<file path="src/rtl/bscan_hub.sv">
// bscan_hub: shares one BSCAN user chain among NUM_PORTS bridges, port chosen by sniffed command scans
module bscan_hub #(
    parameter int NUM_PORTS = 4,
    parameter int PORT_W = $clog2(NUM_PORTS),
    parameter logic [7:0] KEY = 8'hA5,
    parameter int DEFAULT_PORT = 0
) (
    input  logic                    clk,
    input  logic                    rst,
    input  logic [9:0]              bscan_i,
    output logic                    tdo_o,
    output logic [10*NUM_PORTS-1:0] bscan_o,
    input  logic [NUM_PORTS-1:0]    tdo_i,
    output logic [PORT_W-1:0]       active_port_o,
    output logic                    cmd_ok_o,
    output logic                    cmd_err_o
);
    localparam int HW = 8 + PORT_W;
    typedef enum logic [1:0] {IDLE, HDR, ARMED, PASS} state_t;
    state_t state, state_n;
    logic [4:0] bit_cnt, cnt_n, cnt_inc;
    logic [HW-1:0] hdr, hdr_n, hdr_sh;
    logic [PORT_W-1:0] port_n, idx;
    logic ok_n, err_n, cap, sh, upd, treset, idx_ok;
    assign cap = bscan_i[5] & bscan_i[9];
    assign sh = bscan_i[5] & bscan_i[4];
    assign upd = bscan_i[5] & bscan_i[0];
    assign treset = bscan_i[7];
    assign cnt_inc = (bit_cnt == 5'd31) ? bit_cnt : bit_cnt + 5'd1;
    assign hdr_sh = {bscan_i[2], hdr[HW-1:1]};
    assign idx = hdr[HW-1:8];
    assign idx_ok = {1'b0, idx} < (PORT_W+1)'(NUM_PORTS);
    assign tdo_o = tdo_i[active_port_o];
    for (genvar p = 0; p < NUM_PORTS; p++) begin : g_port
        assign bscan_o[10*p +: 10] = {bscan_i[9:6], bscan_i[5] & (active_port_o == PORT_W'(p)), bscan_i[4:0]};
    end
    always_comb begin
        state_n = state;
        cnt_n = bit_cnt;
        hdr_n = hdr;
        port_n = active_port_o;
        ok_n = 1'b0;
        err_n = 1'b0;
        if (treset) begin
            state_n = IDLE;
            cnt_n = '0;
        end else if (cap) begin
            state_n = HDR;
            cnt_n = '0;
            hdr_n = '0;
        end else if (upd) begin
            state_n = IDLE;
            if (state == ARMED) begin
                ok_n = idx_ok;
                err_n = !idx_ok;
                port_n = idx_ok ? idx : active_port_o;
            end
        end else if (sh && state != IDLE) begin
            cnt_n = cnt_inc;
            if (state == HDR) begin
                hdr_n = hdr_sh;
                // key is complete once 8 bits are in; it sits in the top byte until the index follows
                state_n = (cnt_inc == 5'd8 && hdr_sh[HW-1 -: 8] != KEY) ? PASS :
                          (cnt_inc == 5'(HW)) ? ARMED : HDR;
            end else begin
                state_n = PASS;
            end
        end
    end
    always_ff @(posedge clk) begin
        if (rst) begin
            state <= IDLE;
            bit_cnt <= '0;
            hdr <= '0;
            active_port_o <= PORT_W'(DEFAULT_PORT);
            cmd_ok_o <= 1'b0;
            cmd_err_o <= 1'b0;
        end else begin
            state <= state_n;
            bit_cnt <= cnt_n;
            hdr <= hdr_n;
            active_port_o <= port_n;
            cmd_ok_o <= ok_n;
            cmd_err_o <= err_n;
        end
    end
endmodule
</file>
<file path="config.mk">
export PLATFORM = sky130hd
export DESIGN_NAME = bscan_hub
export DESIGN_NICKNAME = d
export VERILOG_FILES = /design/src/rtl/bscan_hub.sv
export SDC_FILE = /design/constraint.sdc
export NUM_CORES = 1
export LEC_CHECK = 0
export CORE_MARGIN = 3
export CORE_UTILIZATION = 39
export DETAILED_ROUTE_END_ITERATION = 6
export PLACE_DENSITY = 0.8
export SETUP_SLACK_MARGIN = 0.4
export SKIP_LAST_GASP = 1
export SLEW_MARGIN = 5
export SYNTH_ARGS = -nofsm -noshare
export SYNTH_HDL_FRONTEND = slang
export SYNTH_SLANG_ARGS = --single-unit
</file>
<file path="constraint.sdc">
create_clock -name clk -period 1.88 [get_ports clk]
set_input_delay 0.376 -clock clk [delete_from_list [all_inputs] [get_ports clk]]
set_output_delay 0.376 -clock clk [all_outputs]
set_load 0.01 [all_outputs]
</file>
==> out/results.ini <==
[status]
run_status=completed

[power]
p_switching_w=0.0001751
leakage_nw=0.5971
p_per_area_mw_per_mm2=488.2
peakVddDrop_mv=0.2372
p_clk_share_pct=29.2
switching_share_pct=26.04
combPwrFrac_pct=17.2
seqPwrFrac_pct=53.6
p_int_w=0.0004974
p_total_w=0.0006725

[critical_path]
crit_path_top_delay_cell=mux4_2
crit_path_max_fanout=2
critical_path_class=register to output pin
slowest_delay_ps=510
crit_buf_inv=1
worst_setup_path_end_kind=output pin
cp.arrival_ps=1280
required_ps=1500
cp_top_family=multiplexers
crit_path_start_kind=register
crit_chain=mux4_2 -> buf_6

[synthesis]
syn-num-nets=142
syn_area_mm2=0.001157
synth.distinct_cells=39
syn_inst=125
ys_async_sr_fraction_pct=0
yosysWarnings=0
yosysMostFrequentCell=buf_4
ys_ff_latch=17
synth-seq-area-share_pct=29.41
synth_edf_count=0
avgSynthCellArea_um2=9.259
synth_area_leaders=dfxtp_1 (29%), buf_4 (24%), a22o_1 (5.3%)
synthFlopType=dfxtp_1
yosys.area.top_type=dfxtp_1
synth.top_cell.area_share_pct=29.41
yosys-top-cells-count=buf_4 (37), dfxtp_1 (17), nor2_1 (14)

[global_route]
gr-usage-all-layers_pct=12.37
grt_pass1_vias=819
antenna_found_initial=0
grt-ovfl-total=0
grt_start_max_net_pins=11
grt_pass1_wl_um=3498

[clocking]
postCtsSetupBuffers=0
tritoncts=done
tritoncts.num_buffers=3
cts_max_level=1
clkTransAtPathRegs_ps=100
clk_latency_ps=290
clock_sinks=17
clock-root-buffer=clkbuf_4
postCtsHoldBufs=0
clk_path_buf_depth=2

[layout]
drive_gt1_share_pct=27.34
fin_nets=157
seq_area_um2=347.8
n_fill_cell=261
final_core_util_pct=49.53
diodes=0
multiInputGateArea_um2=544.3
stdcell_count=170
syn2layout_area_growth_pct=19.03

[die]
rows=19
start_util_pct=41.61
chipWidth_um=60.48
dieHeight_um=60.48
coreArea_mm2=0.002781
ios=61
die-area_mm2=0.003657

[detailed_routing]
first_pass_iters=4
wl_per_cell_um=13.09
wl_um=2226
viasPerCell=5.159
num_vias=877
drt_iter0_drc=21
drc=0
ant_nets=0

[timing]
report.final.setup_viol=0
drv_slew=0
hold_viol=0
fin_worst_skew_ps=1.338
whs_ps=437.9
post-route-min-period_ps=1657
fin_crit_sh_pct=88.13
timing.fmax_ghz=0.6036
rsz0062_at_grt=true

[run]
cap_viol_max_count=0

[place]
dp.cells=166
routabilityCongestion=0.7932
post-dp-hpwl_um=1684
io_buffers=39

[hold_path]
hold_class=input pin to register

## metal layers
metal,global-route usage [%],share of wire (%),vias to the layer above
met5,0,0,-
met3,1.489,8.9,4
li1,-,-,440
met4,8.359,2.1,0
met1,14.95,41,405
met2,20.52,48,28
## worst min-delay path: cells and delay by family
kind,cells,cell delay (ps)
and+or+nand+nor,1,40
buffers and inverters,2,270
## registers in the layout, summed over array words and instances (netlist names)
| signal | flops |
|---|---|
| state | 2 |
| active_port_o | 2 |
| cmd_ok_o | 1 |
| bit_cnt | 5 |
| hdr | 7 |
## final cells by class
cell class / instances / share of cell area [%]
clock buffer: 3 / 1.635
clock inverter: 1 / 0.3633
inverter: 1 / 0.2725
multi-input combinational: 69 / 39.51
sequential: 17 / 25.25
tap: 31 / 2.816
timing repair buffer: 48 / 30.15
## power by group through the flow
stage               sequential (W)  combinational, W  clock [W]
floorplan                 0.000370          0.000109          0
global placement          0.000370          0.000134          0
detailed placement        0.000370          0.000136          0
CTS                       0.000361          0.000115   0.000201
global route              0.000361          0.000126   0.000217
finish                    0.000360          0.000115   0.000197
## kinds of logic (layout without fill, tap and decap cells)
| logic type | count (synthesis) | in the layout | synth area share, % |
|---|---|---|---|
| buffers and inverters | 39 | 53 | 25.30 |
| muxes | 6 | 6 | 6.270 |
| AOI/OAI and AO/OA | 19 | 19 | 13.95 |
| xor gates and xnor gates | 1 | 1 | 0.7569 |
| other | 1 | 1 | 0.3240 |
| and+or+nand+nor | 41 | 41 | 22.92 |
| DFF | 17 | 17 | 29.41 |
| adders and majority gates | 1 | 1 | 1.081 |
## final timing paths
check,start,endpoint,depth (start not counted),slack [ps]
setup reg to reg,bit_cnt[0],state[1],5,480
setup / recovery,active_port_o[0],tdo_o,2,220
hold / removal,rst,active_port_o[1],3,440
hold reg to reg,hdr[3],hdr[3],1,500
## per-stage QoR
stage          TNS, ps  instance area (um2)  worst slack, ps
2_1_floorplan        0                 1157            459.8
3_3_place_gp     -2043                 1365           -205.6
3_5_place_dp     -2549                 1365           -239.1
4_1_cts              0                 1356            210.3
5_1_grt              0                 1378            180.9
6_report             0                 1378            223.2
## placed cells by master (no fill, tap or decap), drive strengths merged, types with 2 or more instances in the layout
cell | netlist | layout
nor3b | 3 | 3
nor2b | 2 | 2
nor4b | 2 | 2
nor2 | 14 | 14
nand3 | 2 | 2
nand4 | 3 | 3
clkdlybuf4s15 | 0 | 5
a211o | 2 | 2
and3 | 2 | 2
a22o | 7 | 7
nor3 | 3 | 3
nand2 | 5 | 5
mux2i | 5 | 5
clkbuf | 0 | 3
buf | 38 | 14
dfxtp | 17 | 17
o21ai | 2 | 2
dlygate4sd2 | 0 | 28
## what timing repair did
action | CTS | global route
gates resized for setup | 68 | 9
setup endpoints to repair | 43 | 12
pin swaps | 1 | 2
Note: power is estimated with default switching activity, not from simulation.
